$ cat config.mk
export PLATFORM = sky130hd
export DESIGN_NAME = cf_tilt_scheduler_flat
export DESIGN_NICKNAME = d
export VERILOG_FILES = /design/src/rtl/cf_tilt_scheduler_pkg.sv /design/src/rtl/cf_tilt_scheduler_if.sv /design/src/rtl/cf_fuse_unit.sv /design/src/rtl/cf_tilt_scheduler.sv /design/src/flat_wrapper.sv
export SDC_FILE = /design/constraint.sdc
export NUM_CORES = 1
export LEC_CHECK = 0
export BUFFER_PORTS_ARGS = -buffer_cell sky130_fd_sc_hd__buf_2
export CAP_MARGIN = 0
export CORE_MARGIN = 2
export CORE_UTILIZATION = 50
export CTS_CLUSTER_DIAMETER = 30
export DETAILED_ROUTE_END_ITERATION = 7
export PLACE_DENSITY = 0.7
export SLEW_MARGIN = 40
export SYNTH_ARGS = -nofsm -noshare
export SYNTH_HDL_FRONTEND = slang
export SYNTH_SLANG_ARGS = --single-unit
$ cat constraint.sdc
create_clock -name clk -period 17.35 [get_ports clk]
set_clock_uncertainty 0.15 [all_clocks]
set_input_delay 0 -clock clk [delete_from_list [all_inputs] [get_ports clk]]
set_output_delay 0 -clock clk [all_outputs]
set_load 0.03 [all_outputs]
$ cat src/rtl/cf_tilt_scheduler_pkg.sv
// Shared types, Q-format widths and saturation helper for the tilt scheduler.
package cf_tilt_scheduler_pkg;

  localparam int unsigned SAMPLE_W      = 16;  // raw gyro / Q1.14 accel
  localparam int unsigned PHASE_W       = 16;  // Q2.13 radians
  localparam int unsigned ANGLE_W       = 16;  // Q8.7 degrees
  localparam int unsigned PRED_W        = 17;  // angle + gyro step headroom
  localparam int unsigned PROD_W        = 32;  // phase * rad2deg product
  localparam int unsigned ACC_W         = 34;  // Q15 blend accumulator
  localparam int unsigned Q15_ONE       = 32768;
  localparam int unsigned Q15_SHIFT     = 15;
  localparam int unsigned RAD2DEG_SHIFT = 14;
  localparam int          RAD2DEG_Q8    = 14668;  // 180/pi in Q8

  localparam logic signed [ACC_W-1:0] SAT_MAX = ACC_W'(32767);
  localparam logic signed [ACC_W-1:0] SAT_MIN = ACC_W'(-32768);

  typedef enum logic [2:0] {
    ST_IDLE,
    ST_ISSUE,
    ST_WAIT,
    ST_FUSE,
    ST_DONE
  } state_e;

  typedef struct packed {
    logic signed [SAMPLE_W-1:0] gyro_x;
    logic signed [SAMPLE_W-1:0] gyro_y;
    logic signed [SAMPLE_W-1:0] accel_x;
    logic signed [SAMPLE_W-1:0] accel_y;
    logic signed [SAMPLE_W-1:0] accel_z;
  } sample_t;

  // Clamp a wide signed value into the 16-bit angle range.
  function automatic logic signed [ANGLE_W-1:0] sat_angle(input logic signed [ACC_W-1:0] v);
    logic signed [ANGLE_W-1:0] r;
    if (v > SAT_MAX) begin
      r = {1'b0, {(ANGLE_W-1){1'b1}}};
    end else if (v < SAT_MIN) begin
      r = {1'b1, {(ANGLE_W-1){1'b0}}};
    end else begin
      r = ANGLE_W'(v);
    end
    return r;
  endfunction

endpackage

$ cat src/rtl/cf_tilt_scheduler_if.sv
// Sample, arctan-core and angle-output bundle of the tilt scheduler.
interface cf_tilt_scheduler_if;
  import cf_tilt_scheduler_pkg::*;

  logic                       sample_valid;
  logic signed [SAMPLE_W-1:0] gyro_x;
  logic signed [SAMPLE_W-1:0] gyro_y;
  logic signed [SAMPLE_W-1:0] accel_x;
  logic signed [SAMPLE_W-1:0] accel_y;
  logic signed [SAMPLE_W-1:0] accel_z;
  logic signed [SAMPLE_W-1:0] atan_x;
  logic signed [SAMPLE_W-1:0] atan_y;
  logic signed [PHASE_W-1:0]  atan_phase;
  logic signed [ANGLE_W-1:0]  roll;
  logic signed [ANGLE_W-1:0]  pitch;
  logic                       busy;
  logic                       done;
  logic                       overrun;
  logic                       clear_overrun;

  modport master (
    output sample_valid, gyro_x, gyro_y, accel_x, accel_y, accel_z,
    output atan_phase, clear_overrun,
    input  atan_x, atan_y, roll, pitch, busy, done, overrun
  );

  modport slave (
    input  sample_valid, gyro_x, gyro_y, accel_x, accel_y, accel_z,
    input  atan_phase, clear_overrun,
    output atan_x, atan_y, roll, pitch, busy, done, overrun
  );

endinterface

$ cat src/rtl/cf_fuse_unit.sv
// Combinational gyro/accelerometer fusion for one axis.
module cf_fuse_unit
  import cf_tilt_scheduler_pkg::*;
#(
  parameter int unsigned GYRO_SHIFT = 6,
  parameter int unsigned ALPHA_Q15  = 32256
) (
  input  logic signed [PHASE_W-1:0]  phase,
  input  logic signed [SAMPLE_W-1:0] gyro,
  input  logic signed [ANGLE_W-1:0]  angle,
  input  logic                       primed,
  output logic signed [ANGLE_W-1:0]  angle_next_c
);

  localparam logic signed [PROD_W-1:0] K_RAD2DEG = PROD_W'(RAD2DEG_Q8);
  localparam logic signed [ACC_W-1:0]  W_GYRO    = ACC_W'(ALPHA_Q15);
  localparam logic signed [ACC_W-1:0]  W_ACCEL   = ACC_W'(Q15_ONE - ALPHA_Q15);
  localparam logic signed [ACC_W-1:0]  ROUND_Q15 = ACC_W'(Q15_ONE / 2);

  logic signed [PROD_W-1:0]   prod;
  logic signed [PROD_W-1:0]   acc_deg;
  logic signed [SAMPLE_W-1:0] step;
  logic signed [PRED_W-1:0]   pred;
  logic signed [ACC_W-1:0]    mix;
  logic signed [ACC_W-1:0]    mix_q15;

  // acc_deg, gyro prediction, rounded Q15 blend; unprimed axes take acc_deg directly.
  always_comb begin
    prod         = PROD_W'(phase) * K_RAD2DEG;
    acc_deg      = prod >>> RAD2DEG_SHIFT;
    step         = gyro >>> GYRO_SHIFT;
    pred         = PRED_W'(angle) + PRED_W'(step);
    mix          = W_GYRO * ACC_W'(pred) + W_ACCEL * ACC_W'(acc_deg) + ROUND_Q15;
    mix_q15      = mix >>> Q15_SHIFT;
    angle_next_c = primed ? sat_angle(mix_q15) : sat_angle(ACC_W'(acc_deg));
  end

endmodule

$ cat src/rtl/cf_tilt_scheduler.sv
// Complementary-filter sequencer: shares one arctan core between roll and pitch.
module cf_tilt_scheduler
  import cf_tilt_scheduler_pkg::*;
#(
  parameter int unsigned ATAN_LAT   = 16,
  parameter int unsigned GYRO_SHIFT = 6,
  parameter int unsigned ALPHA_Q15  = 32256
) (
  input  logic                clk,
  input  logic                RST,
  cf_tilt_scheduler_if.slave  bus
);

  localparam int unsigned       CNT_W    = (ATAN_LAT > 1) ? $clog2(ATAN_LAT) : 1;
  localparam logic [CNT_W-1:0]  CNT_LOAD = CNT_W'(ATAN_LAT - 1);

  state_e                     state, state_next;
  logic                       ax, ax_next;
  logic [CNT_W-1:0]           cnt, cnt_next;
  logic                       accept_c, capture_c, fuse_c, load_ops_c, overrun_next_c;
  sample_t                    smp, bus_sample_c, op_src_c;
  logic signed [PHASE_W-1:0]  phase_q;
  logic signed [SAMPLE_W-1:0] atan_x_q, atan_y_q, atan_x_next_c, atan_y_next_c;
  logic signed [ANGLE_W-1:0]  roll_q, pitch_q, angle_new_c;
  logic signed [SAMPLE_W-1:0] fuse_gyro_c;
  logic signed [ANGLE_W-1:0]  fuse_angle_c;
  logic                       fuse_primed_c;
  logic [1:0]                 primed_q;
  logic                       busy_q, done_q, overrun_q;

  // FSM state, axis index and arctan wait counter.
  always_ff @(posedge clk) begin
    if (RST) begin
      state <= ST_IDLE;
      ax    <= 1'b0;
      cnt   <= '0;
    end else begin
      state <= state_next;
      ax    <= ax_next;
      cnt   <= cnt_next;
    end
  end

  // Next-state decode and datapath strobes.
  always_comb begin
    state_next = state;
    ax_next    = ax;
    cnt_next   = cnt;
    accept_c   = 1'b0;
    capture_c  = 1'b0;
    fuse_c     = 1'b0;
    unique case (state)
      ST_IDLE: begin
        if (bus.sample_valid) begin
          accept_c   = 1'b1;
          ax_next    = 1'b0;
          state_next = ST_ISSUE;
        end
      end
      ST_ISSUE: begin
        cnt_next   = CNT_LOAD;
        state_next = ST_WAIT;
      end
      ST_WAIT: begin
        if (cnt == '0) begin
          capture_c  = 1'b1;
          state_next = ST_FUSE;
        end else begin
          cnt_next = cnt - CNT_W'(1);
        end
      end
      ST_FUSE: begin
        fuse_c = 1'b1;
        if (!ax) begin
          ax_next    = 1'b1;
          state_next = ST_ISSUE;
        end else begin
          state_next = ST_DONE;
        end
      end
      ST_DONE: state_next = ST_IDLE;
      default: state_next = ST_IDLE;
    endcase
  end

  // Operand source: live bus on acceptance (roll), latched sample afterwards (pitch).
  always_comb begin
    bus_sample_c   = '{gyro_x:  bus.gyro_x,  gyro_y:  bus.gyro_y,
                       accel_x: bus.accel_x, accel_y: bus.accel_y, accel_z: bus.accel_z};
    op_src_c       = (state == ST_IDLE) ? bus_sample_c : smp;
    load_ops_c     = accept_c || (fuse_c && !ax);
    atan_x_next_c  = ax_next ? op_src_c.accel_x : op_src_c.accel_y;
    atan_y_next_c  = op_src_c.accel_z;
    overrun_next_c = overrun_q;
    if (bus.clear_overrun) overrun_next_c = 1'b0;
    if (bus.sample_valid && (state != ST_IDLE)) overrun_next_c = 1'b1;
  end

  // Fusion operand mux by axis.
  always_comb begin
    fuse_gyro_c   = ax ? smp.gyro_y : smp.gyro_x;
    fuse_angle_c  = ax ? pitch_q : roll_q;
    fuse_primed_c = primed_q[ax];
  end

  cf_fuse_unit #(
    .GYRO_SHIFT (GYRO_SHIFT),
    .ALPHA_Q15  (ALPHA_Q15)
  ) u_fuse (
    .phase        (phase_q),
    .gyro         (fuse_gyro_c),
    .angle        (fuse_angle_c),
    .primed       (fuse_primed_c),
    .angle_next_c (angle_new_c)
  );

  // Sample latch, core operands, phase capture, filter state and status outputs.
  always_ff @(posedge clk) begin
    if (RST) begin
      smp       <= '0;
      atan_x_q  <= '0;
      atan_y_q  <= '0;
      phase_q   <= '0;
      roll_q    <= '0;
      pitch_q   <= '0;
      primed_q  <= '0;
      busy_q    <= 1'b0;
      done_q    <= 1'b0;
      overrun_q <= 1'b0;
    end else begin
      if (accept_c) smp <= bus_sample_c;
      if (load_ops_c) begin
        atan_x_q <= atan_x_next_c;
        atan_y_q <= atan_y_next_c;
      end
      if (capture_c) phase_q <= bus.atan_phase;
      if (fuse_c) begin
        if (ax) pitch_q <= angle_new_c;
        else    roll_q  <= angle_new_c;
        primed_q[ax] <= 1'b1;
      end
      busy_q    <= (state_next != ST_IDLE);
      done_q    <= (state_next == ST_DONE);
      overrun_q <= overrun_next_c;
    end
  end

  assign bus.atan_x  = atan_x_q;
  assign bus.atan_y  = atan_y_q;
  assign bus.roll    = roll_q;
  assign bus.pitch   = pitch_q;
  assign bus.busy    = busy_q;
  assign bus.done    = done_q;
  assign bus.overrun = overrun_q;

endmodule

$ cat src/flat_wrapper.sv
// flat-port wrapper written by rule: the top's interface ports become plain ports
module cf_tilt_scheduler_flat import cf_tilt_scheduler_pkg::*;
#(
  parameter int unsigned ATAN_LAT   = 16,
  parameter int unsigned GYRO_SHIFT = 6,
  parameter int unsigned ALPHA_Q15  = 32256
)
  (clk, RST, bus_sample_valid, bus_gyro_x, bus_gyro_y, bus_accel_x, bus_accel_y, bus_accel_z, bus_atan_phase, bus_clear_overrun, bus_atan_x, bus_atan_y, bus_roll, bus_pitch, bus_busy, bus_done, bus_overrun);
  cf_tilt_scheduler_if bus_i ();
  input  logic clk;
  input  logic RST;
  input wire logic [$bits(bus_i.sample_valid)-1:0] bus_sample_valid;
  input wire logic [$bits(bus_i.gyro_x)-1:0] bus_gyro_x;
  input wire logic [$bits(bus_i.gyro_y)-1:0] bus_gyro_y;
  input wire logic [$bits(bus_i.accel_x)-1:0] bus_accel_x;
  input wire logic [$bits(bus_i.accel_y)-1:0] bus_accel_y;
  input wire logic [$bits(bus_i.accel_z)-1:0] bus_accel_z;
  input wire logic [$bits(bus_i.atan_phase)-1:0] bus_atan_phase;
  input wire logic [$bits(bus_i.clear_overrun)-1:0] bus_clear_overrun;
  output wire logic [$bits(bus_i.atan_x)-1:0] bus_atan_x;
  output wire logic [$bits(bus_i.atan_y)-1:0] bus_atan_y;
  output wire logic [$bits(bus_i.roll)-1:0] bus_roll;
  output wire logic [$bits(bus_i.pitch)-1:0] bus_pitch;
  output wire logic [$bits(bus_i.busy)-1:0] bus_busy;
  output wire logic [$bits(bus_i.done)-1:0] bus_done;
  output wire logic [$bits(bus_i.overrun)-1:0] bus_overrun;
  assign bus_i.sample_valid = bus_sample_valid;
  assign bus_i.gyro_x = bus_gyro_x;
  assign bus_i.gyro_y = bus_gyro_y;
  assign bus_i.accel_x = bus_accel_x;
  assign bus_i.accel_y = bus_accel_y;
  assign bus_i.accel_z = bus_accel_z;
  assign bus_i.atan_phase = bus_atan_phase;
  assign bus_i.clear_overrun = bus_clear_overrun;
  assign bus_atan_x = bus_i.atan_x;
  assign bus_atan_y = bus_i.atan_y;
  assign bus_roll = bus_i.roll;
  assign bus_pitch = bus_i.pitch;
  assign bus_busy = bus_i.busy;
  assign bus_done = bus_i.done;
  assign bus_overrun = bus_i.overrun;
  cf_tilt_scheduler #(.ATAN_LAT(ATAN_LAT), .GYRO_SHIFT(GYRO_SHIFT), .ALPHA_Q15(ALPHA_Q15)) u_core (.clk(clk), .RST(RST), .bus(bus_i));
endmodule
==> implementation parameters <==
Parameter                              Value

Run status
  Outcome    complete, no violations

Placement
  Half-perimeter wire length after placement    30.3 mm
  Count of input and output buffers    154
  Placer congestion estimate    around 0.9
  Cell count after placement    2357

STA
  Final setup TNS    0 ns
  Tcrit/Tclk final    0.618
  Unrepaired setup endpoints after global routing    no
  Pins over their slew limit    0
  Final Hold Viols    0
  Min Clock Period, post-route    ~11 ns
  F_max    ~0.093 GHz
  Final Setup Violations    0
  Relative max-transition margin    0.477
  Tightest Pin Transition    between 0.7 and 0.8 ns

Synthesis
  Number of storage elements in the synthesis netlist    between 150 and 200
  Synth Cell Area    around 16000 um2
  Post-Syn Nets    2290
  Distinct cells, synth    73
  Area leader, netlist    sky130_fd_sc_hd__dfxtp_1
  Synth area leaders    sky130_fd_sc_hd__dfxtp_1 (21%), sky130_fd_sc_hd__ha_1 (16%), sky130_fd_sc_hd__fa_1 (16%), sky130_fd_sc_hd__nand2_1 (7.5%), sky130_fd_sc_hd__a21oi_1 (6.4%)
  Top post-synthesis cells by count    sky130_fd_sc_hd__nand2_1 (311), sky130_fd_sc_hd__inv_1 (232), sky130_fd_sc_hd__ha_1 (203)
  Synthesized area per cell    8.33 um2
  Prevailing post-synth register cell    sky130_fd_sc_hd__dfxtp_1
  Count of mapped cells out of synthesis    1866
  Count of flip-flops with a built-in enable after synthesis    0
  Number of synthesis warnings    0
  Share of the synthesized area in the top cell type    0.207
  Async SR Flop Fraction    0
  Fraction of the yosys area taken by sequential cells    0.207
  Library cell with the highest instance count after synthesis    sky130_fd_sc_hd__nand2_1

Detailed routing
  Number of remaining DRC errors    0
  Total wire length    40.0 mm
  Avg Vias per Cell    around 5.5
  Router iterations before antenna repair    8
  Routed via count    13646
  Number of DRC violations after detailed-routing iteration 0    778
  Routed len/inst    16.2 um
  Remaining antenna violation count    0

Critical path
  CP max-delay cell    sky130_fd_sc_hd__fa_1
  Worst R2R End    u_core.bus.roll[9]
  Data arrival time of the critical path    10.88 ns
  Worst R2R Setup Slack    ~6.6 ns
  Max FO, Critical Path    24
  Origin of the worst setup path    u_core.ax
  Critical Path End Type    flip-flop
  Capturing instance or port of the critical path    u_core.bus.roll[9]
  Kind of critical path    flip-flop to flip-flop
  Launch instance of the worst register-to-register path    u_core.ax
  Delay of the slowest critical-path stage    approximately 0.65 ns
  Data required time at the worst endpoint    17.52 ns
  R2R cell count    36
  Crit path launch type    flip-flop

Global routing
  Largest net degree at the start of global routing    84
  First-pass GRT wire length    66.9 mm
  Residual overflow from global routing    0
  All-Layer GR Usage    0.249
  Number of global-route vias before repair    13943
  Initial antenna violation count    1

Clocking
  Clock buffer count from CTS    17
  CTS max path bufs    2
  Post-CTS setup buffer count    0
  Number of hold buffers added after cts    87
  Clock latency of the later-clocked register in the worst-skew pair    0.43 ns
  Resize count post-CTS    0
  Clk sink count    approximately 160
  TritonCTS clock tree    built
  Post-CTS clock slew at the launch and capture registers of the worst setup and hold paths    0.07 ns
  Cell at the root of the clock tree    sky130_fd_sc_hd__clkbuf_16
  Total number of H-tree levels    4

Layout
  Area growth from synthesis to layout    16.9%
  N_diodes    0
  Finished Layout Cells    2477
  # nets final    2492
  Fraction of layout cells with a size suffix above 1    0.124
  Number of inserted filler cells in the final layout    2718

Power
  Portion of total power attributed to sequential cells    0.205
  Clock share of power    0.198
  Power share of the combinational group    0.597
  Leak    between 9 and 10 nW
  Switching power    about 930 uW
  Pwr Density    113 nW/um2
  Cell internal pwr    1.12 mW
  Worst IR drop on VDD    0.0714 mV
  Proportion of total power due to net switching    0.452

Floorplanning
  Floorplan core area    30600 um2
  Initial Util    0.508
  Die Outline Area    roughly 33000 um2
  Die Span Y    180 um
  Number of placed I/O pins    167
  Total number of placement rows    64
  Width of the chip    around 180 um

Worst hold path
  Worst min path class    input port to flip-flop

Flow run
  Count of max-cap constraint violations    0
-- through the flow --
step	util	instance area [um2]	power, mW	hold WS, ns	setup slack [ns]
4_1_cts	0.593	18100	2.05	0.0101	6.59
6_report	0.594	18200	2.05	0.201	6.63
5_1_grt	0.594	18200	2.24	0.205	5.81
2_1_floorplan	-	15500	1.37	-0.0140	7.42
3_5_place_dp	0.544	16600	1.62	0.0974	6.61
3_3_place_gp	0.544	16600	1.60	0.0923	6.77
-- how the worst min path moves through the flow --
stage | startpoint | end | slack, ns | depth (start not counted)
3_5_place_dp | bus_gyro_x[12] | u_core.smp[76] | 0.1 | 3
4_1_cts | RST | u_core.cnt[3] | 0.01 | 2
2_1_floorplan | bus_gyro_y[6] | u_core.smp[54] | -0.01 | 2
6_report | bus_accel_x[1] | u_core.smp[33] | 0.20 | 4
5_1_grt | bus_gyro_y[14] | u_core.smp[62] | 0.21 | 4
3_3_place_gp | bus_accel_x[12] | u_core.smp[44] | 0.09 | 3
-- flip-flops by register name, indices dropped and copies added (netlist names) --
| register | cells |
|---|---|
| u_core.bus.pitch | 16 |
| u_core.bus.done | 1 |
| u_core.bus.overrun | 1 |
| u_core.bus.atan_x | 16 |
| u_core.bus.roll | 16 |
| u_core.primed_q | 2 |
| u_core.bus.atan_y | 16 |
| u_core.phase_q | 16 |
| u_core.cnt | 4 |
| u_core.smp | 68 |
| u_core.bus.busy | 1 |
| u_core.ax | 1 |
| u_core.state | 3 |
-- cell type report --
type,instances,area (um2),share of cell area
Inverter,234,878,0.0483
Timing Repair Buffer,253,1740,0.0958
Tap cell,396,495,0.0273
Multi-Input combinational cell,1401,11200,0.617
Clock inverter,13,171,0.00943
Sequential cell,161,3230,0.178
Clock buffer,19,453,0.0249
-- power groups by stage --
stage	registers [mW]	clock network, mW	logic (mW)
CTS	0.421	0.411	1.22
global placement	0.427	0	1.17
finish	0.422	0.407	1.23
detailed placement	0.429	0	1.19
floorplan	0.447	0	0.918
global route	0.425	0.427	1.39
-- metal layers --
metal,share of wire,track usage,wire length (um)
met4,0.033,0.0939,1320
met5,0.00030,0,12
met1,0.44,0.318,17500
met3,0.046,0.0388,1860
met2,0.48,0.425,19300
-- cell usage in the layout, fill, tap and decap left out, types with 6 or more instances in the layout --
cell	instances
sky130_fd_sc_hd__a211oi_1	22
sky130_fd_sc_hd__a21o_1	46
sky130_fd_sc_hd__a21oi_1	198
sky130_fd_sc_hd__a22o_1	7
sky130_fd_sc_hd__a311oi_1	16
sky130_fd_sc_hd__a31oi_1	10
sky130_fd_sc_hd__and2_1	10
sky130_fd_sc_hd__and3_1	11
sky130_fd_sc_hd__buf_2	153
sky130_fd_sc_hd__buf_4	11
sky130_fd_sc_hd__clkbuf_16	17
sky130_fd_sc_hd__dfxtp_1	159
sky130_fd_sc_hd__dlygate4sd3_1	88
sky130_fd_sc_hd__fa_1	121
sky130_fd_sc_hd__ha_1	203
sky130_fd_sc_hd__inv_1	232
sky130_fd_sc_hd__mux2_2	29
sky130_fd_sc_hd__mux2i_1	6
sky130_fd_sc_hd__nand2_1	309
sky130_fd_sc_hd__nand2b_1	9
sky130_fd_sc_hd__nand3_1	31
sky130_fd_sc_hd__nor2_1	76
sky130_fd_sc_hd__nor2b_1	9
sky130_fd_sc_hd__nor3_1	19
sky130_fd_sc_hd__o21a_1	8
sky130_fd_sc_hd__o21ai_0	33
sky130_fd_sc_hd__o21ai_1	23
sky130_fd_sc_hd__o21bai_1	6
sky130_fd_sc_hd__o22ai_1	6
sky130_fd_sc_hd__or3_1	8
sky130_fd_sc_hd__xnor2_1	61
sky130_fd_sc_hd__xor2_1	36
-- critical path: cells and delay by family (launching register included) --
kind | cells | cell delay (ns)
muxes | 1 | 0.40
xor gates and xnor gates | 1 | 0.15
DFF | 1 | 0.59
and+or+nand+nor | 10 | 1.79
AOI/OAI and AO/OA | 11 | 3.03
adders and majority gates | 8 | 3.39
buffers and inverters | 5 | 1.05
-- cell families after synthesis --
logic type,count (synthesis),synth area share
and+or+nand+nor,515,0.144
AOI/OAI and AO/OA,426,0.173
adders and majority gates,327,0.321
buffers and inverters,304,0.0753
DFF,161,0.207
xor gates and xnor gates,98,0.0552
muxes,35,0.0249
Power figures use the tool's default switching activity.
